===== config.mk =====
export PLATFORM = sky130hd
export DESIGN_NAME = mem_arbiter
export DESIGN_NICKNAME = d
export VERILOG_FILES = /design/src/rtl/mem_arbiter.sv
export SDC_FILE = /design/constraint.sdc
export NUM_CORES = 1
export LEC_CHECK = 0
export ABC_AREA = 1
export CAP_MARGIN = 20
export CORE_ASPECT_RATIO = 2
export CORE_MARGIN = 5
export CORE_UTILIZATION = 35
export DETAILED_ROUTE_END_ITERATION = 8
export GPL_ROUTABILITY_DRIVEN = 0
export GPL_TIMING_DRIVEN = 0
export PLACE_DENSITY = 0.81
export SETUP_SLACK_MARGIN = 0.2
export SYNTH_ARGS = -nofsm -noshare
export SYNTH_HDL_FRONTEND = slang
export SYNTH_SLANG_ARGS = --single-unit

===== constraint.sdc =====
create_clock -name clk -period 1.63 [get_ports clk]
set_clock_uncertainty 0.15 [all_clocks]
set_input_delay 0.163 -clock clk [delete_from_list [all_inputs] [get_ports clk]]
set_output_delay 0.163 -clock clk [all_outputs]
set_load 0.01 [all_outputs]

===== src/rtl/mem_arbiter.sv =====
// mem_arbiter: two-master (IFU, LSU) to single-memory-port arbiter.
// One transaction in flight at a time, tracked by an IDLE -> REQ -> RSP FSM.
// Ties between the masters are broken round-robin using the last granted master.
// The request valid and payload towards memory are registered when the grant is taken;
// the ready/valid pass-through signals are combinational on the registered grant.

module mem_arbiter #(
  parameter int unsigned ADDR_W = 32,
  parameter int unsigned DATA_W = 32
) (
  input  logic                  clk,
  input  logic                  rst,

  // Instruction fetch master
  input  logic                  ifu_req_valid,
  output logic                  ifu_req_ready,
  input  logic [ADDR_W-1:0]     ifu_addr,
  output logic                  ifu_rsp_valid,
  input  logic                  ifu_rsp_ready,
  output logic [DATA_W-1:0]     ifu_rdata,

  // Load/store master
  input  logic                  lsu_req_valid,
  output logic                  lsu_req_ready,
  input  logic [ADDR_W-1:0]     lsu_addr,
  input  logic                  lsu_wen,
  input  logic [DATA_W-1:0]     lsu_wdata,
  input  logic [DATA_W/8-1:0]   lsu_wmask,
  output logic                  lsu_rsp_valid,
  input  logic                  lsu_rsp_ready,
  output logic [DATA_W-1:0]     lsu_rdata,

  // Memory port
  output logic                  mem_req_valid,
  input  logic                  mem_req_ready,
  output logic [ADDR_W-1:0]     mem_addr,
  output logic                  mem_wen,
  output logic [DATA_W-1:0]     mem_wdata,
  output logic [DATA_W/8-1:0]   mem_wmask,
  input  logic                  mem_rsp_valid,
  output logic                  mem_rsp_ready,
  input  logic [DATA_W-1:0]     mem_rdata
);

  localparam int unsigned MASK_W = DATA_W / 8;

  typedef enum logic [1:0] {
    StIdle,
    StReq,
    StRsp
  } state_t;

  typedef enum logic [1:0] {
    GntNone,
    GntIfu,
    GntLsu
  } grant_t;

  state_t              state_q;
  grant_t              grant_q;
  // 1 when the LSU was the last master to complete a request handshake
  logic                last_lsu_q;
  logic                mem_req_valid_q;
  logic [ADDR_W-1:0]   mem_addr_q;
  logic                mem_wen_q;
  logic [DATA_W-1:0]   mem_wdata_q;
  logic [MASK_W-1:0]   mem_wmask_q;

  logic                any_req;
  logic                pick_lsu;
  logic                req_hs;
  logic                rsp_hs;

  // Arbitration decision: a lone requester wins, a tie goes to the master not granted last
  always_comb begin
    any_req  = ifu_req_valid | lsu_req_valid;
    pick_lsu = 1'b0;
    if (lsu_req_valid && ifu_req_valid) begin
      pick_lsu = ~last_lsu_q;
    end else if (lsu_req_valid) begin
      pick_lsu = 1'b1;
    end
  end

  // Handshake strobes on the memory side, only meaningful in their own state
  always_comb begin
    req_hs = (state_q == StReq) && mem_req_valid_q && mem_req_ready;
    rsp_hs = (state_q == StRsp) && mem_rsp_valid && mem_rsp_ready;
  end

  // FSM, grant tracking and registered memory request
  always_ff @(posedge clk) begin
    if (rst) begin
      state_q         <= StIdle;
      grant_q         <= GntNone;
      last_lsu_q      <= 1'b0;
      mem_req_valid_q <= 1'b0;
      mem_addr_q      <= '0;
      mem_wen_q       <= 1'b0;
      mem_wdata_q     <= '0;
      mem_wmask_q     <= '0;
    end else begin
      unique case (state_q)
        StIdle: begin
          if (any_req) begin
            state_q         <= StReq;
            grant_q         <= pick_lsu ? GntLsu : GntIfu;
            mem_req_valid_q <= 1'b1;
            // Masters hold payload while valid, so capturing it here is equivalent to a mux
            if (pick_lsu) begin
              mem_addr_q  <= lsu_addr;
              mem_wen_q   <= lsu_wen;
              mem_wdata_q <= lsu_wdata;
              mem_wmask_q <= lsu_wmask;
            end else begin
              mem_addr_q  <= ifu_addr;
              mem_wen_q   <= 1'b0;
              mem_wdata_q <= '0;
              mem_wmask_q <= '0;
            end
          end
        end

        StReq: begin
          if (req_hs) begin
            state_q         <= StRsp;
            last_lsu_q      <= (grant_q == GntLsu);
            mem_req_valid_q <= 1'b0;
            mem_addr_q      <= '0;
            mem_wen_q       <= 1'b0;
            mem_wdata_q     <= '0;
            mem_wmask_q     <= '0;
          end
        end

        StRsp: begin
          if (rsp_hs) begin
            state_q <= StIdle;
            grant_q <= GntNone;
          end
        end

        default: begin
          state_q         <= StIdle;
          grant_q         <= GntNone;
          mem_req_valid_q <= 1'b0;
        end
      endcase
    end
  end

  // Memory request outputs; valid is forced low while reset is held
  always_comb begin
    mem_req_valid = mem_req_valid_q & ~rst;
    mem_addr      = mem_addr_q;
    mem_wen       = mem_wen_q;
    mem_wdata     = mem_wdata_q;
    mem_wmask     = mem_wmask_q;
  end

  // Ready/valid routing between the granted master and memory
  always_comb begin
    ifu_req_ready = 1'b0;
    lsu_req_ready = 1'b0;
    ifu_rsp_valid = 1'b0;
    lsu_rsp_valid = 1'b0;
    mem_rsp_ready = 1'b0;
    if (!rst) begin
      unique case (state_q)
        StReq: begin
          if (grant_q == GntIfu) begin
            ifu_req_ready = mem_req_ready;
          end else if (grant_q == GntLsu) begin
            lsu_req_ready = mem_req_ready;
          end
        end
        StRsp: begin
          if (grant_q == GntIfu) begin
            ifu_rsp_valid = mem_rsp_valid;
            mem_rsp_ready = ifu_rsp_ready;
          end else if (grant_q == GntLsu) begin
            lsu_rsp_valid = mem_rsp_valid;
            mem_rsp_ready = lsu_rsp_ready;
          end
        end
        default: begin
        end
      endcase
    end
  end

  // Read data is broadcast; each master qualifies it with its own rsp_valid
  always_comb begin
    ifu_rdata = mem_rdata;
    lsu_rdata = mem_rdata;
  end

endmodule


Word-level counts from Yosys, hierarchy flattened
Index checks and enable logic that the tools add are counted.
{"block": "word_totals", "in_bits": 141, "elab_cells": 77, "reg_bits": 75}
{"block": "classes", "mux": 44, "bitwise_logic": 6, "eq_ne": 7, "reduce_logical": 12}
{"op": "two-way mux 32 bit", "count": 5}
{"op": "case mux 32 bit (2 select lines)", "count": 2}
{"op": "two-way mux 1 bit", "count": 24}
{"op": "two-way mux 4 bit", "count": 3}
{"op": "case mux 2 bit (3 select lines)", "count": 2}
{"op": "AND reduction 3 bit", "count": 4}
{"op": "two-way mux 2 bit", "count": 5}
{"op": "case mux 4 bit (2 select lines)", "count": 1}
{"op": "inequality test 2 bit, second input constant", "count": 3}
{"op": "logical AND 1 bit", "count": 5}
{"op": "== test 2 x 1 -> 1 bit, second input constant", "count": 2}
{"op": "== test 2 bit, second input constant", "count": 2}
{"op": "NOT 1 bit", "count": 4}
{"op": "case mux 1 bit (3 select lines)", "count": 1}
{"op": "logical NOT 2 bit", "count": 1}
{"op": "case mux 1 bit (2 select lines)", "count": 1}
{"op": "AND reduction 2 bit", "count": 1}
{"op": "nonzero test 2 bit", "count": 1}
{"op": "AND 1 bit", "count": 1}
{"op": "OR 1 bit", "count": 1}

Logic depth before layout (Yosys ltp)
Gate-level depths: netlist of run 1.
{"block": "depth", "word_depth": 8, "mapped_depth": 9}

Least setup slack after synthesis of run 1
Ideal clock, no wire load.
{"block": "synth_path", "path_kind": "reg2out", "startpoint": "register state_q[0]", "endpoint": "output lsu_req_ready", "n_path_buf": 1, "path_stages_with_launch": 6, "arrival_ns": 1.200, "path_slack_ns": 0.117, "t_required_ns": 1.317, "cell_sequence": "dfxtp_1 -> inv_2 -> nor2_2 -> inv_1 -> buf_2 -> nor4_1"}
{"block": "synth_between", "elab_chain_len": 3}
{"element": "start, declared", "line": "59", "source": "state_t state_q;"}
{"element": "start signal, assigned", "line": "94", "source": "state_q <= StIdle;"}
{"element": "start signal, assigned", "line": "106", "source": "state_q <= StReq;"}
{"element": "start signal, assigned", "line": "126", "source": "state_q <= StRsp;"}
{"element": "== test 2 x 1 -> 1 bit", "line": "169", "source": "unique case (state_q)"}
{"element": "two-way mux 1 bit", "line": "169"}
{"element": "two-way mux 1 bit", "line": "168", "source": "if (!rst) begin"}
{"element": "end, declared", "line": "24", "source": "output logic lsu_req_ready,"}
Every way passes these cells.

Worst setup path after layout of run 1
Same ends and word-level chain as after synthesis.

==> key figures, run 1 <==
Routing
  – First-pass DRT Iterations: 4
  – Total via count after detailed routing: 4648
  – Detailed-route DRC error count: 0
  – Wire length per cell after detailed routing: 17.8 microns
  – Number of DRC violations after detailed-routing iteration 0: 183
  – Remaining antenna violation count after routing: 0
  – Routed Wire Length: 16.9 mm
  – Average via count per standard cell: 4.88

Timing
  – Worst slew margin relative to its limit: 0.453
  – Period utilisation layout: 1.01
  – Final Hold Viols: 0
  – Post-route minimum period: 1.64 ns
  – Setup TNS Final: -0.0367 ns
  – Transition time of the tightest slew-check pin: 0.821 ns
  – Total setup violations reported at the end of the flow: 5
  – RSZ-0062 raised after global routing: true
  – Smallest setup slack after layout: -0.0142 ns
  – Maximum clock frequency: 608 MHz
  – Max-slew violation total from the final report: 0

Synth
  – Largest area contributor in the netlist: sky130_fd_sc_hd__dfxtp_1
  – Fraction of the yosys area taken by sequential cells: 0.383
  – Synth area leaders: sky130_fd_sc_hd__dfxtp_1 (38%), sky130_fd_sc_hd__buf_4 (13%), sky130_fd_sc_hd__o21ai_2 (8.5%)
  – Synth cell types: 24
  – Synth top area share: 0.383
  – Ys Warns: 0
  – Per-instance average area after synthesis: 7.63 sq um
  – Syn_nets: 655
  – Post-synthesis instance area: 3920 sq um
  – Flip-flop and latch count after synthesis: 75
  – Mapped Cells: 514

Global route
  – Largest net degree at the start of global routing: 13
  – Number of global-route vias before repair: 5037
  – Total grt overflow: 0
  – Total GRT Usage: 0.231
  – Antenna violations before repair: 0
  – First-pass GRT wire length: 25.0 mm

Run status
  – Violated checks: negative setup slack
  – Status: complete, but fails checks

CTS
  – Root cell of the clock tree: sky130_fd_sc_hd__clkbuf_16
  – H-tree levels: 3
  – Clock-pin slew on the worst setup and hold paths: 0.06 ns
  – Clock Sinks: 75
  – CTS tree: yes
  – CTS Buf Count: 9
  – Hold-fix buffers at CTS: 0
  – Maximum number of buffers from clock root to sink: 2
  – Latest clock arrival within the worst-skew pair: 0.32 ns

Power and ir drop
  – Largest voltage drop on the vdd net: 0.557 mV
  – PD cells: 884 nW/um^2
  – Clock share of power: 0.287
  – Static Leakage: 3.44 nW
  – Power share of the combinational group: 0.401
  – Sequential group share of total power: 0.312
  – Sw Share: 0.316
  – Internal cell power: 0.00484 W
  – Net switching power of the design: 0.00224 W
  – Overall power: 0.00708 W

Place
  – Port bufs: 247
  – Post-placement worst setup slack: -0.601 ns
  – Total half-perimeter wirelength after legalization and detailed placement: 12.0 mm

Flow run
  – Max-cap violation count: 0

Die
  – Die Y: 160 microns
  – Die Outline Area: 13600 sq um
  – I/O pin cnt: 280
  – Die Wd: 84.9 microns
  – Placeable Area: 10900 sq um
  – Initial cell density of the core: 0.358
  – Cell Rows: 54

Setup path
  – Arrival time at the worst endpoint: 1.33 ns
  – Largest fanout of any net on the critical path: 4
  – Type of destination of the critical path: output port
  – Cell with the largest stage delay on the worst path: sky130_fd_sc_hd__dfxtp_2
  – Critical Path Start: state_q[0]
  – Cell chain of the critical path: inv_4 > nor2_4 > inv_4 > buf_6 > nor4_2 > buf_2
  – Start of the worst register-to-register path: state_q[0]
  – Kind of launch point of the worst setup path: register
  – Crit path kind: register to output port
  – Peak per-stage delay on the critical path: 0.36 ns
  – Data required, critical path: 1.32 ns
  – Cell repeated most along the worst path: sky130_fd_sc_hd__inv_4

Cells and area
  – Antenna diode count: 0
  – Leading cell types in the layout, fill and taps excluded: sky130_fd_sc_hd__clkdlybuf4s50_1 (171), sky130_fd_sc_hd__buf_4 (81), sky130_fd_sc_hd__dfxtp_1 (71)
  – Area added between synthesis and finish: 104%
  – Net count reported at finish: 949
  – Layout cells sized above 1: 0.392
  – Commonest non-fill, non-tap cell in the layout: sky130_fd_sc_hd__clkdlybuf4s50_1

Hold path
  – Hold WC Path Type: input port to register
  – Hold path startpoint: lsu_wmask[1]
-- sequential cells by signal, indices dropped and copies added (netlist names) --
signal,flops
state_q,2
mem_req_valid_q,1
grant_q,2
mem_wmask,4
last_lsu_q,1
mem_wen,1
mem_addr,32
mem_wdata,32
-- what timing repair did --
item | in CTS | in global routing
resized for setup | 230 | 83
buffers inserted | 24 | 2
pin swaps | 10 | 10
cloned | 8 | 2
endpoints found under the setup margin | 146 | 78
endpoints found under the hold margin | 0 | 0
-- per-layer routing --
| metal | up-vias | GRT usage | share of wire |
|---|---|---|---|
| li1 | 2195 | - | - |
| met1 | 2137 | 0.195 | 0.29 |
| met2 | 251 | 0.456 | 0.57 |
| met3 | 65 | 0.0634 | 0.072 |
| met4 | 0 | 0.141 | 0.060 |
| met5 | - | 0 | 0 |
-- worst max-delay path: cells and delay by family, from the launching register on --
family	cells	cell delay (ns)
flip-flops	1	0.36
buffers and inverters	4	0.40
AND/OR/NAND/NOR	2	0.24
-- power by group through the flow --
stage          sequential, W  combinational [W]  clock, W
6_report             0.00221            0.00284   0.00203
5_1_grt              0.00224            0.00301   0.00213
4_1_cts              0.00220            0.00257   0.00205
3_5_place_dp         0.00222            0.00211         0
3_3_place_gp         0.00221            0.00208         0
2_1_floorplan        0.00232           0.000938         0
-- path summary, 6_finish.rpt --
path              endpoint  slack (ns)  cells after the start
min           mem_wmask[1]        0.25                      3
max reg2reg   mem_addr[14]       -0.01                     11
min reg2reg  mem_wdata[27]        0.29                      2
max          lsu_req_ready       -0.01                      6
-- stage by stage --
step           hold WS (ns)  area (sq um)   util  instances
2_1_floorplan         0.160          3940      -        514
3_3_place_gp          0.284          6580  0.602        901
3_5_place_dp          0.284          6580  0.602        901
4_1_cts               0.240          7600  0.695        948
5_1_grt               0.254          8010  0.732        952
6_report              0.253          8010  0.732        952
-- cells in the mapped netlist --
cell type and instances:
sky130_fd_sc_hd__buf_4 67, sky130_fd_sc_hd__nor2_1 63, sky130_fd_sc_hd__nand2_1 64, sky130_fd_sc_hd__a21oi_2 6, sky130_fd_sc_hd__nor4_1 2, sky130_fd_sc_hd__buf_6 10
sky130_fd_sc_hd__inv_1 33, sky130_fd_sc_hd__o21ai_2 38, sky130_fd_sc_hd__buf_1 2, sky130_fd_sc_hd__nor2_2 1, sky130_fd_sc_hd__o21ai_0 7, sky130_fd_sc_hd__clkbuf_1 8
sky130_fd_sc_hd__inv_2 3, sky130_fd_sc_hd__nand2_4 2, sky130_fd_sc_hd__nand3b_1 2, sky130_fd_sc_hd__o21ai_1 44, sky130_fd_sc_hd__nor2_4 1, sky130_fd_sc_hd__nand3_4 1
sky130_fd_sc_hd__inv_4 1, sky130_fd_sc_hd__nand3_1 37, sky130_fd_sc_hd__buf_2 9, sky130_fd_sc_hd__dfxtp_1 75, sky130_fd_sc_hd__a21oi_1 37, sky130_fd_sc_hd__nand3_2 1
-- cells by family (layout without fill, tap and decap cells) --
kind of cell    after synthesis  in the layout  share of synthesized area
simple gates                174            174                      0.193
buf+inv                     133            431                      0.214
flops                        75             75                      0.383
compound gates              132            132                      0.210
-- layout make-up --
cell class                 instances  area, sq um
fill                             820         2940
timing repair buffer             283         2850
multi-input combinational        306         2210
sequential                        75         1510
buffer                            96          800
clock buffer                      11          253
tap                              140          175
inverter                          37          161
clock inverter                     4         50.0
Power figures use the tool's default switching activity.
==> run 2, diff against run 1 <==
--- a/config.mk
+++ b/config.mk
@@ -8,12 +8,13 @@
 export ABC_AREA = 1
 export CAP_MARGIN = 20
 export CORE_ASPECT_RATIO = 2
-export CORE_MARGIN = 5
+export CORE_MARGIN = 2
 export CORE_UTILIZATION = 35
 export DETAILED_ROUTE_END_ITERATION = 8
 export GPL_ROUTABILITY_DRIVEN = 0
 export GPL_TIMING_DRIVEN = 0
 export PLACE_DENSITY = 0.81
+export REMOVE_ABC_BUFFERS = 1
 export SETUP_SLACK_MARGIN = 0.2
 export SYNTH_ARGS = -nofsm -noshare
 export SYNTH_HDL_FRONTEND = slang
==> run 2 against run 1 <==
The flow still finishes with violations (negative setup slack). Cell count is 14% lower. Power shrank 10%. Fmax is 1.5% lower. Clock power is 7% lower. Critical path depth grew 4. Combinational power down 19%. Die area fell by 11%. Critical endpoint is now mem_wdata[0]. Largest power group unchanged.
==> key figures, run 2 (synthesized netlist as in run 1, its figures left out) <==
Power and ir drop
  – Overall power: 0.00637 W (-10%)
  – Static Leakage: 2.82 nW (-18%)
  – Sw Share: 0.350 (+0.0340)
  – Sequential group share of total power: 0.346 (+0.034)
  – Net switching power of the design: 0.00223 W (-0.32%)
  – PD cells: 955 nW/um^2 (+8.1%)
  – Power share of the combinational group: 0.359 (-0.042)
  – Largest voltage drop on the vdd net: 0.564 mV (+1.1%)
  – Internal cell power: 0.00414 W (-14%)
  – Clock share of power: 0.295 (+0.008)

Die
  – Cell Rows: 54 (unchanged)
  – Die Y: 154 microns (-3.8%)
  – Die Wd: 78.9 microns (-7.1%)
  – I/O pin cnt: 280 (unchanged)
  – Initial cell density of the core: 0.358 (unchanged)
  – Die Outline Area: 12100 sq um (-11%)
  – Placeable Area: 10900 sq um (unchanged)

Global route
  – Total grt overflow: 0 (unchanged)
  – Antenna violations before repair: 0 (unchanged)
  – Largest net degree at the start of global routing: 35 (+22)
  – First-pass GRT wire length: 27.3 mm (+9.4%)
  – Total GRT Usage: 0.312 (+0.0800)
  – Number of global-route vias before repair: 4373 (-13%)

Routing
  – Remaining antenna violation count after routing: 0 (unchanged)
  – Routed Wire Length: 19.4 mm (+15%)
  – First-pass DRT Iterations: 4 (unchanged)
  – Total via count after detailed routing: 4256 (-8.4%)
  – Average via count per standard cell: 5.22 (+7.0%)
  – Wire length per cell after detailed routing: 23.9 microns (+34%)
  – Number of DRC violations after detailed-routing iteration 0: 197 (+7.7%)
  – Detailed-route DRC error count: 0 (unchanged)

CTS
  – Maximum number of buffers from clock root to sink: 2 (unchanged)
  – Clock-pin slew on the worst setup and hold paths: 0.06 ns (about the same)
  – H-tree levels: 3 (unchanged)
  – Clock Sinks: 75 (unchanged)
  – Latest clock arrival within the worst-skew pair: 0.33 ns (about the same)
  – CTS Buf Count: 9 (unchanged)
  – Root cell of the clock tree: sky130_fd_sc_hd__clkbuf_16
  – CTS tree: yes

Setup path
  – Arrival time at the worst endpoint: 1.78 ns (+0.45 ns)
  – Largest fanout of any net on the critical path: 6 (+2)
  – Peak per-stage delay on the critical path: 0.36 ns (about the same)
  – Type of destination of the critical path: register
  – Cell chain of the critical path: inv_4 > buf_4 > nand2_8 > inv_8 > nand2_8 > buf_12 > buf_12 > nand3_4 > nand2_2 > a21oi_2
  – Kind of launch point of the worst setup path: register
  – Crit path kind: register to register
  – Data required, critical path: 1.74 ns (+0.42 ns)
  – Cell with the largest stage delay on the worst path: sky130_fd_sc_hd__dfxtp_4

Cells and area
  – Net count reported at finish: 811 (-15%)
  – Commonest non-fill, non-tap cell in the layout: sky130_fd_sc_hd__clkdlybuf4s50_1
  – Leading cell types in the layout, fill and taps excluded: sky130_fd_sc_hd__clkdlybuf4s50_1 (106), sky130_fd_sc_hd__o21ai_2 (75), sky130_fd_sc_hd__dfxtp_1 (71)
  – Layout cells sized above 1: 0.335 (-0.0568)
  – Antenna diode count: 0 (unchanged)
  – Area added between synthesis and finish: 69.9%
  – Total of fill cells in the finished design: 976 (+19%)

Timing
  – Total setup violations reported at the end of the flow: 12 (+7)
  – Transition time of the tightest slew-check pin: 0.473 ns (-0.348 ns)
  – Worst Hold Slack: 0.0644 ns (-0.189 ns)
  – Period utilisation layout: 1.02 (+0.0155)
  – Max-slew violation total from the final report: 0 (unchanged)
  – RSZ-0062 raised after global routing: true
  – Final Hold Viols: 0 (unchanged)
  – Smallest setup slack after layout: -0.0394 ns (-0.0252 ns)
  – Worst slew margin relative to its limit: 0.685 (+0.232)
  – Post-route minimum period: 1.67 ns (+0.0252 ns)
  – Maximum clock frequency: 599 MHz (-1.5%)

Place
  – Port bufs: 183 (-26%)
  – Total half-perimeter wirelength after legalization and detailed placement: 11.1 mm (-7.7%)

Run status
  – Status: complete, but fails checks
  – Violated checks: negative setup slack

Hold path
  – Hold WC Path Type: input port to register

Flow run
  – Max-cap violation count: 0 (unchanged)
==> run 2: cell types whose count changed in the layout (fill, tap and decap cells not counted), sizes merged, moves of 2 or more <==
cell,change
clkbuf,-11
clkdlybuf4s50,-65
clkinvlp,+7
nand2,+2
nand3,+15
buf,-87
==> run 2: final cells by class <==
type	count	area (sq um)	area share
clock buffer	11	243	0.0364
timing repair inverter	7	65.1	0.00976
sequential	75	1510	0.227
timing repair buffer	217	2160	0.324
multi-input combinational	323	2290	0.344
inverter	37	186	0.0280
clock inverter	5	38.8	0.00582
tap	140	175	0.0263
==> run 2: per-stage QoR <==
step	setup TNS, ns	util	area [sq um]	setup WS (ns)	instances
2_1_floorplan	-45.96	-	3230	-1.01	418
6_report	-0.198	0.609	6670	-0.0394	815
3_5_place_dp	-83.20	0.483	5280	-1.48	743
4_1_cts	-0.0799	0.585	6410	-0.0187	809
3_3_place_gp	-148.45	0.478	5230	-2.44	741
5_1_grt	-2.02	0.609	6670	-0.0998	815
==> run 2: power groups by stage <==
stage | clock, W | sequential (W) | combinational, W
after floorplan | 0 | 0.00231 | 0.000636
after global placement | 0 | 0.00221 | 0.00159
after detailed placement | 0 | 0.00223 | 0.00163
after CTS | 0.00191 | 0.00219 | 0.00215
after global routing | 0.00198 | 0.00223 | 0.00244
final | 0.00188 | 0.00220 | 0.00229
==> run 2: timing repair <==
item,in CTS,in global routing
hold buffers,0,0
resized for setup,222,39
buffers inserted,26,5
endpoints found under the setup margin,149,80
cloned,24,1
pin swaps,26,5
==> run 2: critical path, delay by kind of cell (launching register included) <==
family | cells | cell delay [ns]
buffers and inverters | 5 | 0.57
and+or+nand+nor | 4 | 0.40
DFF | 1 | 0.36
AOI/OAI and AO/OA | 1 | 0.11
==> run 2: final timing paths <==
kind / from / to / slack, ns / cells after the start
setup / recovery: state_q[0] / mem_wdata[0] / -0.04 / 10
hold / removal: rst / state_q[1] / 0.06 / 2
setup reg to reg: state_q[0] / mem_wdata[0] / -0.04 / 10
hold reg to reg: mem_wdata[19] / mem_wdata[19] / 0.29 / 2
==> run 2: routing by layer <==
metal,vias to the layer above,global-route usage,part of all wire
met4,0,0.204,0.066
met2,265,0.542,0.52
met1,1986,0.281,0.31
li1,1957,-,-
met3,48,0.142,0.11
met5,-,0.0391,0
